[src/rtl/exc_commit_if.sv]
// Commit-stage handshake and CSR/pipeline side-band bundle for exc_commit_ctrl.
// master = requester/pipeline side, slave = the commit controller.
interface exc_commit_if;
    logic        ex_valid;
    logic [4:0]  ex_flags;
    logic        ex_ertn;
    logic [31:0] ex_pc;
    logic [31:0] ex_vaddr;
    logic        has_int;
    logic [31:0] ex_entry;
    logic [31:0] ertn_pc;
    logic        flush_ack;
    logic        ex_ready;
    logic        wb_ex;
    logic [5:0]  wb_ecode;
    logic [8:0]  wb_esubcode;
    logic [31:0] wb_pc;
    logic [31:0] wb_vaddr;
    logic        ertn_flush;
    logic        flush_req;
    logic        redirect_valid;
    logic [31:0] redirect_pc;

    modport master (
        output ex_valid, ex_flags, ex_ertn, ex_pc, ex_vaddr,
               has_int, ex_entry, ertn_pc, flush_ack,
        input  ex_ready, wb_ex, wb_ecode, wb_esubcode, wb_pc, wb_vaddr,
               ertn_flush, flush_req, redirect_valid, redirect_pc
    );

    modport slave (
        input  ex_valid, ex_flags, ex_ertn, ex_pc, ex_vaddr,
               has_int, ex_entry, ertn_pc, flush_ack,
        output ex_ready, wb_ex, wb_ecode, wb_esubcode, wb_pc, wb_vaddr,
               ertn_flush, flush_req, redirect_valid, redirect_pc
    );
endinterface

[src/rtl/exc_commit_ctrl.sv]
// Exception / ertn commit controller: accepts one WB instruction, commits the
// highest-priority event to the CSR file, drains the pipeline, then redirects
// fetch. Instructions with no event retire without leaving IDLE.
module exc_commit_ctrl (
    input  logic         clk,
    input  logic         rst,
    exc_commit_if.slave  bus
);
    typedef enum logic [1:0] {IDLE, COMMIT, DRAIN, REDIR} state_t;

    localparam logic KIND_EXC  = 1'b0;
    localparam logic KIND_ERTN = 1'b1;

    state_t      state_q, state_d;
    logic        kind_q, kind_d;
    logic [5:0]  ecode_q, ecode_d;
    logic [8:0]  esubcode_q, esubcode_d;
    logic [31:0] pc_q, pc_d;
    logic [31:0] vaddr_q, vaddr_d;
    logic [15:0] drain_cnt_q, drain_cnt_d;
    logic        ex_ready_q, ex_ready_d;
    logic        wb_ex_q, wb_ex_d;
    logic        ertn_flush_q, ertn_flush_d;
    logic        flush_req_q, flush_req_d;
    logic        redirect_valid_q, redirect_valid_d;

    logic        exc_hit;
    logic [5:0]  exc_code;

    // Fixed-priority exception select: interrupt first, then flags low to high.
    always_comb begin
        exc_hit  = 1'b1;
        exc_code = 6'h00;
        if (bus.has_int)          exc_code = 6'h00;
        else if (bus.ex_flags[0]) exc_code = 6'h08;
        else if (bus.ex_flags[1]) exc_code = 6'h0D;
        else if (bus.ex_flags[2]) exc_code = 6'h0B;
        else if (bus.ex_flags[3]) exc_code = 6'h0C;
        else if (bus.ex_flags[4]) exc_code = 6'h09;
        else                      exc_hit  = 1'b0;
    end

    // Next state, captured event fields and next registered outputs.
    always_comb begin
        state_d     = state_q;
        kind_d      = kind_q;
        ecode_d     = ecode_q;
        esubcode_d  = esubcode_q;
        pc_d        = pc_q;
        vaddr_d     = vaddr_q;
        drain_cnt_d = drain_cnt_q;
        case (state_q)
            IDLE: begin
                // ex_ready is high here, so ex_valid alone marks a transfer.
                if (bus.ex_valid) begin
                    if (exc_hit) begin
                        kind_d     = KIND_EXC;
                        ecode_d    = exc_code;
                        esubcode_d = 9'h000;
                        pc_d       = bus.ex_pc;
                        vaddr_d    = bus.ex_vaddr;
                        state_d    = COMMIT;
                    end else if (bus.ex_ertn) begin
                        kind_d  = KIND_ERTN;
                        state_d = COMMIT;
                    end
                end
            end
            COMMIT: begin
                drain_cnt_d = 16'h0000;
                state_d     = DRAIN;
            end
            DRAIN: begin
                if (drain_cnt_q != 16'hFFFF) drain_cnt_d = drain_cnt_q + 16'd1;
                if (bus.flush_ack) state_d = REDIR;
            end
            REDIR:   state_d = IDLE;
            default: state_d = IDLE;
        endcase

        ex_ready_d       = (state_d == IDLE);
        wb_ex_d          = (state_d == COMMIT) && (kind_d == KIND_EXC);
        ertn_flush_d     = (state_d == COMMIT) && (kind_d == KIND_ERTN);
        flush_req_d      = (state_d == DRAIN);
        redirect_valid_d = (state_d == REDIR);
    end

    // State, captured fields and output pulses; reset aborts any operation.
    always_ff @(posedge clk) begin
        if (rst) begin
            state_q          <= IDLE;
            kind_q           <= KIND_EXC;
            ecode_q          <= '0;
            esubcode_q       <= '0;
            pc_q             <= '0;
            vaddr_q          <= '0;
            drain_cnt_q      <= '0;
            ex_ready_q       <= 1'b1;
            wb_ex_q          <= 1'b0;
            ertn_flush_q     <= 1'b0;
            flush_req_q      <= 1'b0;
            redirect_valid_q <= 1'b0;
        end else begin
            state_q          <= state_d;
            kind_q           <= kind_d;
            ecode_q          <= ecode_d;
            esubcode_q       <= esubcode_d;
            pc_q             <= pc_d;
            vaddr_q          <= vaddr_d;
            drain_cnt_q      <= drain_cnt_d;
            ex_ready_q       <= ex_ready_d;
            wb_ex_q          <= wb_ex_d;
            ertn_flush_q     <= ertn_flush_d;
            flush_req_q      <= flush_req_d;
            redirect_valid_q <= redirect_valid_d;
        end
    end

    assign bus.ex_ready       = ex_ready_q;
    assign bus.wb_ex          = wb_ex_q;
    assign bus.ertn_flush     = ertn_flush_q;
    assign bus.flush_req      = flush_req_q;
    assign bus.redirect_valid = redirect_valid_q;
    assign bus.wb_ecode       = ecode_q;
    assign bus.wb_esubcode    = esubcode_q;
    assign bus.wb_pc          = pc_q;
    assign bus.wb_vaddr       = vaddr_q;
    // Target read live in REDIR so the CSR writes from COMMIT are visible.
    assign bus.redirect_pc    = (state_q != REDIR)     ? 32'h0 :
                                (kind_q == KIND_ERTN)  ? bus.ertn_pc : bus.ex_entry;

    // At most one of the four pulses is high in any cycle.
    a_pulse_excl: assert property (@(posedge clk) disable iff (rst)
        $onehot0({wb_ex_q, ertn_flush_q, flush_req_q, redirect_valid_q}));

    // The drain counter starts from zero on every DRAIN entry.
    a_drain_clr: assert property (@(posedge clk) disable iff (rst)
        (state_q == COMMIT) |=> (drain_cnt_q == 16'h0000));
endmodule

[src/flat_wrapper.sv]
// flat-port wrapper written by rule: the top's interface ports become plain ports
module exc_commit_ctrl_flat 
  (clk, rst, bus_ex_valid, bus_ex_flags, bus_ex_ertn, bus_ex_pc, bus_ex_vaddr, bus_has_int, bus_ex_entry, bus_ertn_pc, bus_flush_ack, bus_ex_ready, bus_wb_ex, bus_wb_ecode, bus_wb_esubcode, bus_wb_pc, bus_wb_vaddr, bus_ertn_flush, bus_flush_req, bus_redirect_valid, bus_redirect_pc);
  exc_commit_if bus_i ();
  input  logic clk;
  input  logic rst;
  input wire logic [$bits(bus_i.ex_valid)-1:0] bus_ex_valid;
  input wire logic [$bits(bus_i.ex_flags)-1:0] bus_ex_flags;
  input wire logic [$bits(bus_i.ex_ertn)-1:0] bus_ex_ertn;
  input wire logic [$bits(bus_i.ex_pc)-1:0] bus_ex_pc;
  input wire logic [$bits(bus_i.ex_vaddr)-1:0] bus_ex_vaddr;
  input wire logic [$bits(bus_i.has_int)-1:0] bus_has_int;
  input wire logic [$bits(bus_i.ex_entry)-1:0] bus_ex_entry;
  input wire logic [$bits(bus_i.ertn_pc)-1:0] bus_ertn_pc;
  input wire logic [$bits(bus_i.flush_ack)-1:0] bus_flush_ack;
  output wire logic [$bits(bus_i.ex_ready)-1:0] bus_ex_ready;
  output wire logic [$bits(bus_i.wb_ex)-1:0] bus_wb_ex;
  output wire logic [$bits(bus_i.wb_ecode)-1:0] bus_wb_ecode;
  output wire logic [$bits(bus_i.wb_esubcode)-1:0] bus_wb_esubcode;
  output wire logic [$bits(bus_i.wb_pc)-1:0] bus_wb_pc;
  output wire logic [$bits(bus_i.wb_vaddr)-1:0] bus_wb_vaddr;
  output wire logic [$bits(bus_i.ertn_flush)-1:0] bus_ertn_flush;
  output wire logic [$bits(bus_i.flush_req)-1:0] bus_flush_req;
  output wire logic [$bits(bus_i.redirect_valid)-1:0] bus_redirect_valid;
  output wire logic [$bits(bus_i.redirect_pc)-1:0] bus_redirect_pc;
  assign bus_i.ex_valid = bus_ex_valid;
  assign bus_i.ex_flags = bus_ex_flags;
  assign bus_i.ex_ertn = bus_ex_ertn;
  assign bus_i.ex_pc = bus_ex_pc;
  assign bus_i.ex_vaddr = bus_ex_vaddr;
  assign bus_i.has_int = bus_has_int;
  assign bus_i.ex_entry = bus_ex_entry;
  assign bus_i.ertn_pc = bus_ertn_pc;
  assign bus_i.flush_ack = bus_flush_ack;
  assign bus_ex_ready = bus_i.ex_ready;
  assign bus_wb_ex = bus_i.wb_ex;
  assign bus_wb_ecode = bus_i.wb_ecode;
  assign bus_wb_esubcode = bus_i.wb_esubcode;
  assign bus_wb_pc = bus_i.wb_pc;
  assign bus_wb_vaddr = bus_i.wb_vaddr;
  assign bus_ertn_flush = bus_i.ertn_flush;
  assign bus_flush_req = bus_i.flush_req;
  assign bus_redirect_valid = bus_i.redirect_valid;
  assign bus_redirect_pc = bus_i.redirect_pc;
  exc_commit_ctrl u_core (.clk(clk), .rst(rst), .bus(bus_i));
endmodule
[config.mk]
export PLATFORM = sky130hd
export DESIGN_NAME = exc_commit_ctrl_flat
export DESIGN_NICKNAME = d
export VERILOG_FILES = /design/src/rtl/exc_commit_if.sv /design/src/rtl/exc_commit_ctrl.sv /design/src/flat_wrapper.sv
export SDC_FILE = /design/constraint.sdc
export NUM_CORES = 1
export LEC_CHECK = 0
export ABC_AREA = 1
export CORE_MARGIN = 10
export CORE_UTILIZATION = 32
export CTS_CLUSTER_SIZE = 16
export DETAILED_ROUTE_END_ITERATION = 6
export PLACE_DENSITY_LB_ADDON = 0.05
export SYNTH_ARGS = -nofsm -noshare
export SYNTH_HDL_FRONTEND = slang
export SYNTH_SLANG_ARGS = --single-unit
[constraint.sdc]
create_clock -name clk -period 1.3 [get_ports clk]
set_input_delay 0.26 -clock clk [delete_from_list [all_inputs] [get_ports clk]]
set_output_delay 0.26 -clock clk [all_outputs]
set_load 0.02 [all_outputs]
==> results.py <==
metrics = {
    "power": {
        "switchingPower_mw": 2.568,
        "vdd_drop_max_mv": 1.060,
        "internal_power_mw": 5.739,
        "power.density_nw_per_um2": 1141,
        "clkPwrFrac_pct": 31.5,
        "netSwitchingFraction_pct": 30.92,
        "p_seq_share_pct": 33.6,
        "power.total_mw": 8.307,
        "power_leakage_nw": 3.264,
        "p_comb_share_pct": 34.9,
    },
    "sta": {
        "post-route-period-util_pct": 118.5,
        "setup_violations": 105,
        "finalCriticalPeriod_ns": 1.541,
        "final.setup_skew_ns": 0.009226,
        "slew_viol_final": 0,
        "clock.fmax_mhz": 648.9,
        "whs_ns": 0.4692,
        "hold_viol": 0,
        "rsz0062_at_grt": "yes",
        "setup_tns_ns": -19.26,
        "setup_slack_ns": -0.2411,
    },
    "place": {
        "placedCellCount": 910,
        "dpl_cell_area_um2": 6524,
        "place.gp.congestion": 0.7846,
        "io_buffers": 243,
        "hpwl_mm": 11.68,
        "pre_cts_ws_ns": -0.5493,
    },
    "routing": {
        "top_layer_used": "met4",
        "wl_met1_mm": 5.997,
        "wl_per_cell_um": 17.28,
        "viasPerCell": 4.652,
        "drtIter0Drc": 178,
        "antenna_left": 0,
        "vias": 4387,
        "met3_length_mm": 1.849,
        "wl_mm": 16.30,
        "drc": 0,
        "drt_first_pass_iters": 5,
        "wl_met2_mm": 8.261,
    },
    "final_layout": {
        "layout-drive-gt1-share_pct": 22.29,
        "final_cell_area_um2": 7279,
        "layout.nets": 939,
        "antenna_cells": 0,
        "post-route-util_pct": 65.99,
        "syn_to_final_growth_pct": 99.18,
        "final_cells": 943,
    },
    "worst_hold_path": {
        "worstHoldPathCells": 2,
        "min_path_type": "flip-flop to flip-flop",
    },
    "yosys": {
        "yosysTopAreaCellShare_pct": 41.63,
        "yosysTopAreaCell": "dfxtp_1",
        "synth_flop_cell": "dfxtp_1",
        "synth_cell_types": 19,
        "yosys-top-cells-count": "145 x nand2_1, 145 x nor2_1, 76 x dfxtp_1, 65 x nand3b_1, 34 x a21oi_1",
        "avgSynthCellArea_um2": 6.781,
        "ys_warn_count": 0,
        "syn_inst": 539,
        "synthArstFlopShare_pct": 0,
        "ys_top_cells_by_area": "dfxtp_1 42%, nand2_1 15%, nor2_1 15%, nand3b_1 13%, a21oi_1 4.7%",
        "seq_area_frac_synth_pct": 41.63,
        "ys_ff_latch": 76,
        "synth_edf_count": 0,
        "synthesis.area_um2": 3655,
    },
    "clock_tree": {
        "clock_latency_ns": 0.33,
        "h-tree-depth": 3,
        "clk_pin_slew_worst_paths_ns": 0.06,
        "clockBufferDepth": 2,
        "cts_tree": "built",
        "clock_sinks": 76,
        "cts_made_buffers": 9,
        "cts_root_buffer": "clkbuf_16",
        "cts_hold_buf": 0,
    },
    "floorplanning": {
        "io_pins": 255,
        "coreArea_um2": 11030,
        "row_count": 38,
        "die_width_um": 126.9,
        "start_util_pct": 33.13,
        "dieArea_um2": 16100,
        "fp.dieH_um": 126.9,
    },
    "setup_path": {
        "timing.critical_path.buf_inv": 3,
        "cpPeakStageDelay_ns": 0.37,
        "r2r_start": "u_core.state_q[1]$_SDFF_PP0_",
        "cp-startpoint": "u_core.kind_q$_SDFF_PP0_",
        "crit_family": "flip-flops",
        "crit_path_start_kind": "flip-flop",
        "cp_max_fo": 8,
        "path_cells": "inv_8, buf_12, nand2_4, a21oi_4, buf_6",
        "worstSetupEndpointType": "primary output",
        "crit_slowest_cell": "dfxtp_4",
        "cp.arrival_ns": 1.28,
        "cp.required_ns": 1.04,
        "crit_type": "flip-flop to primary output",
        "rrSetupSlack_ns": -0.23,
        "reg2reg_depth": 10,
        "cp-endpoint": "bus_redirect_pc[16]",
        "worstReg2RegEnd": "u_core.bus.wb_pc[10]$_SDFFE_PP0P_",
        "cp.depth": 5,
    },
    "run_status": {
        "status": "finished, violations left",
        "violations": "negative setup slack",
    },
    "grt": {
        "grt-ovfl-total": 0,
        "grt_pass1_vias": 4276,
        "antenna_found_initial": 0,
        "grt_use_total_pct": 18.83,
        "grt_max_degree": 31,
        "grt_pass1_wl_mm": 24.23,
    },
    "run": {
        "maxCapViolCount": 0,
    },
}
registers in the layout (all words and copies together), names as in the netlist:
signal,flops
u_core.bus.ertn_flush,1
u_core.bus.ex_ready,1
u_core.bus.flush_req,1
u_core.bus.redirect_valid,1
u_core.bus.wb_ecode,4
u_core.bus.wb_ex,1
u_core.bus.wb_pc,32
u_core.bus.wb_vaddr,32
u_core.kind_q,1
u_core.state_q,2
worst min-delay path by stage:
stage,start,to
floorplan,rst,u_core.state_q[0]$_SDFF_PP0_
global placement,u_core.bus.wb_ecode[3]$_SDFFE_PP0P_,u_core.bus.wb_ecode[3]$_SDFFE_PP0P_
detailed placement,u_core.bus.wb_ecode[3]$_SDFFE_PP0P_,u_core.bus.wb_ecode[3]$_SDFFE_PP0P_
CTS,u_core.bus.wb_pc[12]$_SDFFE_PP0P_,u_core.bus.wb_pc[12]$_SDFFE_PP0P_
global route,u_core.bus.wb_pc[3]$_SDFFE_PP0P_,u_core.bus.wb_pc[3]$_SDFFE_PP0P_
finish,u_core.bus.wb_vaddr[31]$_SDFFE_PP0P_,u_core.bus.wb_vaddr[31]$_SDFFE_PP0P_
logic make-up after synthesis:
| group | count (synthesis) | share of synthesized area [%] |
|---|---|---|
| AOI/OAI and AO/OA | 35 | 4.793 |
| buffers and inverters | 60 | 8.387 |
| DFF | 76 | 41.63 |
| other | 1 | 0.1026 |
| and+or+nand+nor | 367 | 45.09 |
timing repair:
action                     4_1_cts  5_1_grt
cloned                           8        3
setup endpoints to repair      178      151
pin swaps                       15       32
buffers inserted                 5        7
resized for setup              322       86
layer usage:
metal,track usage [%],up-vias
met5,0,-
met4,4.555,0
met3,10.75,15
met2,32.65,166
met1,19.14,2015
li1,-,2191
cells in the final DEF (no fill, tap or decap):
| master | instances |
|---|---|
| a21oi_1 | 3 |
| a21oi_2 | 28 |
| a21oi_4 | 3 |
| buf_12 | 17 |
| buf_16 | 6 |
| buf_4 | 21 |
| buf_6 | 31 |
| buf_8 | 1 |
| bufinv_16 | 2 |
| clkbuf_1 | 1 |
| clkbuf_16 | 12 |
| clkbuf_2 | 19 |
| clkdlybuf4s15_1 | 32 |
| clkdlybuf4s15_2 | 1 |
| clkdlybuf4s50_1 | 138 |
| clkinv_4 | 1 |
| clkinvlp_4 | 1 |
| conb_1 | 11 |
| dfxtp_1 | 73 |
| dfxtp_2 | 1 |
| dfxtp_4 | 2 |
| dlygate4sd2_1 | 20 |
| inv_1 | 8 |
| inv_2 | 2 |
| inv_8 | 1 |
| nand2_1 | 130 |
| nand2_2 | 7 |
| nand2_4 | 8 |
| nand2_8 | 1 |
| nand3_1 | 6 |
| nand3_2 | 1 |
| nand3b_1 | 65 |
| nand4_1 | 1 |
| nor2_1 | 135 |
| nor2_2 | 10 |
| nor2_4 | 3 |
| o21ai_0 | 1 |
power by group through the flow:
| stage | Combinational (mW) | Sequential [mW] | Clock, mW |
|---|---|---|---|
| 6_report | 2.90 | 2.79 | 2.62 |
| 5_1_grt | 3.12 | 2.82 | 2.77 |
| 4_1_cts | 2.85 | 2.78 | 2.68 |
| 3_5_place_dp | 2.62 | 2.82 | 0 |
| 3_3_place_gp | 2.60 | 2.81 | 0 |
| 2_1_floorplan | 0.946 | 3.16 | 0 |
layout make-up:
type	instances	area, µm²
clock inverters	4	76.32
repair buffers	289	3085
multi-input cells	413	2135
well taps	140	175.2
flip-flops and latches	76	1530
fillers	959	3751
inverters	11	48.80
clock buffers	10	229.0
tightest hold or removal path: stages, from the launching register on:
cell and delay, ns:
dfxtp_1 0.32, nor2_1 0.04, nor2_1 0.07
Power figures use the tool's default switching activity.
